`src/rtl/y86_pkg.sv`:
```
// y86_pkg: Y86-64 instruction codes and register IDs shared by the pipeline stages
package y86_pkg;
  localparam logic [3:0] IHALT   = 4'h0;
  localparam logic [3:0] INOP    = 4'h1;
  localparam logic [3:0] IRRMOVQ = 4'h2;
  localparam logic [3:0] IIRMOVQ = 4'h3;
  localparam logic [3:0] IRMMOVQ = 4'h4;
  localparam logic [3:0] IMRMOVQ = 4'h5;
  localparam logic [3:0] IOPQ    = 4'h6;
  localparam logic [3:0] IJXX    = 4'h7;
  localparam logic [3:0] ICALL   = 4'h8;
  localparam logic [3:0] IRET    = 4'h9;
  localparam logic [3:0] IPUSHQ  = 4'hA;
  localparam logic [3:0] IPOPQ   = 4'hB;
  localparam logic [3:0] RRSP    = 4'h4;
  localparam logic [3:0] RNONE   = 4'hF;
endpackage

```
`src/rtl/d_fwd_mux.sv`:
```
// d_fwd_mux: picks an operand from execute, memory, writeback or the register file, in that priority
module d_fwd_mux #(
  parameter int W = 64,
  parameter logic [3:0] RNONE = 4'hF
) (
  input  logic [3:0]   src,
  input  logic [3:0]   e_dst,
  input  logic [W-1:0] e_val,
  input  logic [3:0]   m_dst,
  input  logic [W-1:0] m_val,
  input  logic [3:0]   w_dst,
  input  logic [W-1:0] w_val,
  input  logic [W-1:0] rf_val,
  output logic [W-1:0] val
);
  // a real src never equals RNONE, so a matching dst can never be RNONE either
  assign val = (src == RNONE) ? rf_val :
               (src == e_dst) ? e_val :
               (src == m_dst) ? m_val :
               (src == w_dst) ? w_val : rf_val;
endmodule

```
`src/rtl/decode_stage.sv`:
```
// decode_stage: Y86-64 D pipeline register, register-ID decode, operand forwarding and load-use detection
module decode_stage #(
  parameter int W = 64,
  parameter logic [3:0] RNONE = y86_pkg::RNONE
) (
  input  logic         clk,
  input  logic         rst_n,
  input  logic         f_valid,
  input  logic [3:0]   f_icode,
  input  logic [3:0]   f_ifun,
  input  logic [3:0]   f_rA,
  input  logic [3:0]   f_rB,
  input  logic [W-1:0] f_valC,
  input  logic [W-1:0] f_valP,
  input  logic         d_stall,
  input  logic         d_bubble,
  output logic [3:0]   d_srcA,
  output logic [3:0]   d_srcB,
  input  logic [W-1:0] rf_valA,
  input  logic [W-1:0] rf_valB,
  input  logic [3:0]   e_dstE,
  input  logic [W-1:0] e_valE,
  input  logic [3:0]   m_dstM,
  input  logic [W-1:0] m_valM,
  input  logic [3:0]   w_dst,
  input  logic [W-1:0] w_val,
  input  logic [3:0]   e_dstM,
  output logic         d_valid,
  output logic [3:0]   d_icode,
  output logic [3:0]   d_ifun,
  output logic [W-1:0] d_valC,
  output logic [W-1:0] d_valA,
  output logic [W-1:0] d_valB,
  output logic [3:0]   d_dstE,
  output logic [3:0]   d_dstM,
  output logic         d_load_use
);
  import y86_pkg::*;
  localparam logic [2*W+16:0] BUBBLE = {1'b0, INOP, 4'h0, RNONE, RNONE, {2*W{1'b0}}};
  logic [2*W+16:0] d;
  logic            valid;
  logic [3:0]      icode, ifun, ra, rb;
  logic [W-1:0]    valc, valp, fwd_a, fwd_b;
  assign {valid, icode, ifun, ra, rb, valc, valp} = d;
  always_ff @(posedge clk or negedge rst_n)
    if (!rst_n) d <= BUBBLE;
    else if (d_bubble || (!d_stall && !f_valid)) d <= BUBBLE;
    else if (!d_stall) d <= {1'b1, f_icode, f_ifun, f_rA, f_rB, f_valC, f_valP};
  assign d_srcA = !valid ? RNONE :
                  (icode inside {IRRMOVQ, IRMMOVQ, IOPQ, IPUSHQ}) ? ra :
                  (icode inside {IRET, IPOPQ}) ? RRSP : RNONE;
  assign d_srcB = !valid ? RNONE :
                  (icode inside {IRMMOVQ, IMRMOVQ, IOPQ}) ? rb :
                  (icode inside {ICALL, IRET, IPUSHQ, IPOPQ}) ? RRSP : RNONE;
  assign d_dstE = !valid ? RNONE :
                  (icode inside {IRRMOVQ, IIRMOVQ, IOPQ}) ? rb :
                  (icode inside {ICALL, IRET, IPUSHQ, IPOPQ}) ? RRSP : RNONE;
  assign d_dstM = (valid && icode inside {IMRMOVQ, IPOPQ}) ? ra : RNONE;
  assign d_load_use = valid && e_dstM != RNONE && (e_dstM == d_srcA || e_dstM == d_srcB);
  d_fwd_mux #(.W(W), .RNONE(RNONE)) u_fwd_a (
    .src(d_srcA), .e_dst(e_dstE), .e_val(e_valE), .m_dst(m_dstM), .m_val(m_valM),
    .w_dst(w_dst), .w_val(w_val), .rf_val(rf_valA), .val(fwd_a)
  );
  d_fwd_mux #(.W(W), .RNONE(RNONE)) u_fwd_b (
    .src(d_srcB), .e_dst(e_dstE), .e_val(e_valE), .m_dst(m_dstM), .m_val(m_valM),
    .w_dst(w_dst), .w_val(w_val), .rf_val(rf_valB), .val(fwd_b)
  );
  // operands read as zero while reset is held, whatever the register file returns
  assign d_valA = !rst_n ? '0 : (icode == IJXX || icode == ICALL) ? valp : fwd_a;
  assign d_valB = !rst_n ? '0 : fwd_b;
  assign d_valid = valid;
  assign d_icode = icode;
  assign d_ifun = ifun;
  assign d_valC = valc;
endmodule

```
`config.mk`:
```
export PLATFORM = sky130hd
export DESIGN_NAME = decode_stage
export DESIGN_NICKNAME = d
export VERILOG_FILES = /design/src/rtl/y86_pkg.sv /design/src/rtl/d_fwd_mux.sv /design/src/rtl/decode_stage.sv
export SDC_FILE = /design/constraint.sdc
export NUM_CORES = 1
export LEC_CHECK = 0
export BUFFER_PORTS_ARGS = -buffer_cell sky130_fd_sc_hd__clkbuf_2
export CORE_AREA = 2 2 277 279
export DETAILED_ROUTE_END_ITERATION = 10
export DIE_AREA = 0 0 279 281
export SLEW_MARGIN = 10
export SYNTH_ARGS = -nofsm -noshare
export SYNTH_HDL_FRONTEND = slang
export SYNTH_HIERARCHICAL = 1
export SYNTH_SLANG_ARGS = --single-unit
```
`constraint.sdc`:
```
create_clock -name clk -period 3.5 [get_ports clk]
set_input_delay 0.175 -clock clk [delete_from_list [all_inputs] [get_ports clk]]
set_output_delay 0.175 -clock clk [all_outputs]
set_load 0.005 [all_outputs]
```
==> results.md <==
Synthesis:
- Counting every instance in the synthesized netlist gives 1529.
- The count of distinct cell types in the synthesized netlist is between 40 and 50.
- After synthesis, the largest area contributor takes up approximately a quarter of total cell area.
- In the post-synthesis netlist, the biggest area contributors are sky130_fd_sc_hd__dfrtp_1 25%, sky130_fd_sc_hd__a221oi_2 13%, sky130_fd_sc_hd__mux2i_1 9.5%.
- The synthesized flop and latch total is 145.
- The summed instance area of the synthesized netlist is 13700 µm².
- Summed over all instances, the cell type with the most area after synthesis is sky130_fd_sc_hd__dfrtp_1.
- The synthesized area per cell is between 8 and 9 µm².
- The sequential-to-total area share from yosys stat is 26.6%.
- The most used flip-flop cell after synthesis is sky130_fd_sc_hd__dfrtp_1.
- Yosys printed 6 warnings.
- Yosys mapped a number of flops with a built-in enable equal to 0.
- The share of synthesized flip-flops with an asynchronous set or reset is between 90% and 100%.
- Synthesis produced a netlist with a net count of between 2000 and 2500.

Cells and area:
- The most common cell after layout, fill and taps aside is sky130_fd_sc_hd__clkbuf_2.
- The number of flip-flops under the largest register name is about 150.
- From synthesis to final layout, the design area changed by 61.3%.
- The number of filler instances in the final layout is around 7900.
- The register ranked first by flip-flop count is d.
- In the final layout, the registers with the most flip-flops are d x145.
- In the layout the commonest cells are 644 x sky130_fd_sc_hd__clkbuf_2, 147 x sky130_fd_sc_hd__dlygate4sd3_1, 135 x sky130_fd_sc_hd__a22o_1, 133 x sky130_fd_sc_hd__dfrtp_1, 131 x sky130_fd_sc_hd__inv_1.
- The final layout contains between 2000 and 3000 nets.
- Excluding fillers, the count of instances in the completed layout stands at between 3000 and 4000.
- Cells with a size suffix above 1 make up a little under half of the layout.
- The summed area of non-filler cells in the final layout is 22100 µm².
- Cells fill 29.3% of the core in the end.

Place:
- After legalization and detailed placement, the total HPWL measured around 54000 µm.
- Timing analysis after detailed placement gives a worst setup slack of -0.214 ns.
- Input and output buffers added on the ports amount to about 700.
- The total cell area at the placement stage is roughly 18000 µm².
- The number of placed instances, taps included, is 3060.
- Routability-driven placement finished with a final weighted congestion of about 0.88.

Clocking:
- The number of clock buffers added by TritonCTS is 17.
- The longest clock path from root to sink contains 2 buffers.
- The root buffer cell chosen for the clock tree is sky130_fd_sc_hd__clkbuf_16.
- TritonCTS built the clock tree.
- The number of H-tree branching levels is 4.
- Counting every sink on the clock net gives ~150.
- The clock latency reported for the late side of the worst-skew pair is ~0.46 ns.
- After clock tree synthesis, the clock-pin slew on the worst setup and hold paths is 0.08 ns.

Floorplanning:
- Measured along the y axis, the die boundary spans ~280 µm.
- The die is ~280 µm wide.
- The area of the core region is 75400 µm².
- Once the floorplan was initialized, standard cells occupied between 10% and 20% of the core.
- The die covers 78400 µm².
- For this design the top-level I/O count stands at approximately 700.
- The initialized floorplan defines about 100 standard-cell rows.

Worst hold path:
- In this run the most critical hold path is launched from d_stall.
- Counting instances, the worst hold path has a depth of 3.
- The capture endpoint of the worst hold path is d[131]$_DFFE_PN1P_.
- The tightest min-delay check is of the input pin to flop type.

Routing:
- Wires add up to between 80000 and 90000 µm.
- The number of design-rule violations left by the first detailed-router iteration is 876.
- After detailed routing, the number of remaining DRC violations is 0.
- The first detailed-routing pass took 7 iterations.
- In the routed layout, each cell is associated on average with a via count of ~4.7.
- The number of nets with antenna violations after routing is 0.
- After detailed routing, the average wire length per cell comes to about 24 µm.
- The total via count after detailed routing is ~16000.

Run status:
- The flow ran to the end, but the final reports show violations.
- The final reports fail on negative setup slack.

Setup path:
- The source of the worst register-to-register timing path is d[144]$_DFFE_PN0P_.
- The required time of the critical path is between 3 and 4 ns.
- The critical path start-end classification is flop to primary output.
- STA puts the critical path data arrival time at 3.54 ns.
- The endpoint of the worst-slack reg-to-reg timing path is d[144]$_DFFE_PN0P_.
- In this run the worst path has a maximum fanout of 8.
- Setup slack on the worst reg-to-reg path comes out at ~2 ns.
- The capturing element type of the critical path is a primary output.
- The worst register-to-register path has a depth of 4.
- The type of origin of the critical path is a flop.

STA:
- On the final layout, the worst hold slack is 0.273 ns.
- Measured against its own limit, the worst slew margin works out to about two fifths.
- The slew at the pin with the worst max-slew slack is 0.923 ns.
- The final-layout setup total negative slack is -5.15 ns.
- Derived from the worst setup path, the maximum achievable clock frequency is roughly 0.27 GHz.
- The final-report hold violation count is 0.
- For the final database, setup skew stands at 0 ns.
- Setup violations remaining at the end of the flow were counted as 54.
- Counting I/O delays and the setup requirement, the final critical path takes around 3.7 ns.
- Setup repair after global routing could not meet its margin everywhere.
- The final worst setup slack is -0.212 ns.
- The count of final max-slew check failures was 0.
- Dividing the final minimum period by the clock period gives 106%.

GRT:
- Summed over all layers, the global routing overflow is 0.
- The number of antenna violations at the first check in global routing came to 15.
- The number of global-route vias before repair came to 15714.
- The largest net degree at the start of global routing is 111.
- The first-pass GRT wire length is ~110000 µm.
- The all-layer global routing usage is between 10% and 20%.

Power and ir drop:
- The design draws between 5 and 6 mW.
- The leakage power is 11.2 nW.
- Across the VDD grid, the largest voltage drop is roughly 0.27 mV.
- Dividing total power by cell area gives a power density of around 250 nW/µm².

Job:
- The count of maximum capacitance violations is 0.
-- metal layers --
metal / part of all wire (%) / global-route usage, % / wire length, µm / up-vias
li1: - / - / - / 7179
met1: 41 / 23.4 / 33100 / 7622
met2: 48 / 32.9 / 38500 / 864
met3: 6.9 / 4.25 / 5550 / 161
met4: 4.0 / 7.68 / 3250 / 12
met5: 0.092 / 0 / 74 / -
-- cell usage after synthesis (14+ instances only) --
| cell | n |
|---|---|
| sky130_fd_sc_hd__a21boi_1 | 60 |
| sky130_fd_sc_hd__a221oi_2 | 120 |
| sky130_fd_sc_hd__a22o_1 | 135 |
| sky130_fd_sc_hd__and2_1 | 65 |
| sky130_fd_sc_hd__buf_1 | 14 |
| sky130_fd_sc_hd__buf_2 | 36 |
| sky130_fd_sc_hd__buf_4 | 76 |
| sky130_fd_sc_hd__buf_6 | 31 |
| sky130_fd_sc_hd__clkbuf_1 | 62 |
| sky130_fd_sc_hd__dfrtp_1 | 136 |
| sky130_fd_sc_hd__inv_1 | 132 |
| sky130_fd_sc_hd__mux2i_1 | 130 |
| sky130_fd_sc_hd__nand2_1 | 142 |
| sky130_fd_sc_hd__nand2b_1 | 131 |
| sky130_fd_sc_hd__o22ai_1 | 128 |
| sky130_fd_sc_hd__xnor2_1 | 25 |
-- worst max-delay path: stages (launching register included) --
cell,delay (ns)
sky130_fd_sc_hd__dfrtp_2,0.46
sky130_fd_sc_hd__nand2b_4,0.17
sky130_fd_sc_hd__a2111o_1,0.53
sky130_fd_sc_hd__buf_4,0.19
sky130_fd_sc_hd__xnor2_1,0.15
sky130_fd_sc_hd__nand4_1,0.12
sky130_fd_sc_hd__buf_6,0.17
sky130_fd_sc_hd__buf_16,0.16
sky130_fd_sc_hd__buf_12,0.15
sky130_fd_sc_hd__mux2i_2,0.17
sky130_fd_sc_hd__a221oi_4,0.30
sky130_fd_sc_hd__buf_4,0.18
sky130_fd_sc_hd__nand2_4,0.04
sky130_fd_sc_hd__a21boi_1,0.14
sky130_fd_sc_hd__buf_2,0.12
-- final cells by class --
type                    count  area [µm²]  area share (%)
multi-input cells        1035        8950            40.5
repair buffers           1013        7190            32.5
diodes                      5        12.5          0.0566
flip-flops and latches    145        3640            16.5
clock buffers              17         425            1.92
inverters                 132         495            2.24
clock inverters            15         169           0.764
well taps                 978        1220            5.54
-- logic make-up after synthesis --
family | Yosys count | synth area share [%]
AO/OA/AOI/OAI | 495 | 33.8
AND/OR/NAND/NOR | 382 | 14.8
buffers and inverters | 351 | 13.7
flip-flops | 145 | 26.6
multiplexers | 130 | 9.50
XOR/XNOR | 26 | 1.66
-- report_power, final --
part	internal (mW)	total, mW	switching (mW)
Clock	0.959	1.95	0.988
Sequential	1.74	1.79	0.0485
Combinational	0.896	1.81	0.914
Total	3.60	5.55	1.95
-- worst max path at each step --
stage                            start  slack, ns         end
floorplan           d[140]$_DFFE_PN1P_       0.49  d_valB[58]
global placement    d[141]$_DFFE_PN0P_      -0.15  d_valA[60]
detailed placement  d[141]$_DFFE_PN0P_      -0.21  d_valA[61]
CTS                 d[140]$_DFFE_PN1P_      -0.29  d_valA[61]
global route        d[144]$_DFFE_PN0P_      -0.40  d_valA[61]
finish              d[142]$_DFFE_PN0P_      -0.21   d_valA[8]
-- timing repair --
action / CTS / global route
setup buffers: 53 / 26
pin swaps: 85 / 96
endpoints found under the setup margin: 128 / 128
resized for setup: 111 / 141
hold buffers: 147 / 0
gates cloned: 19 / 4
endpoints found under the hold margin: 176 / 0
(Power assumes the default switching activity.)
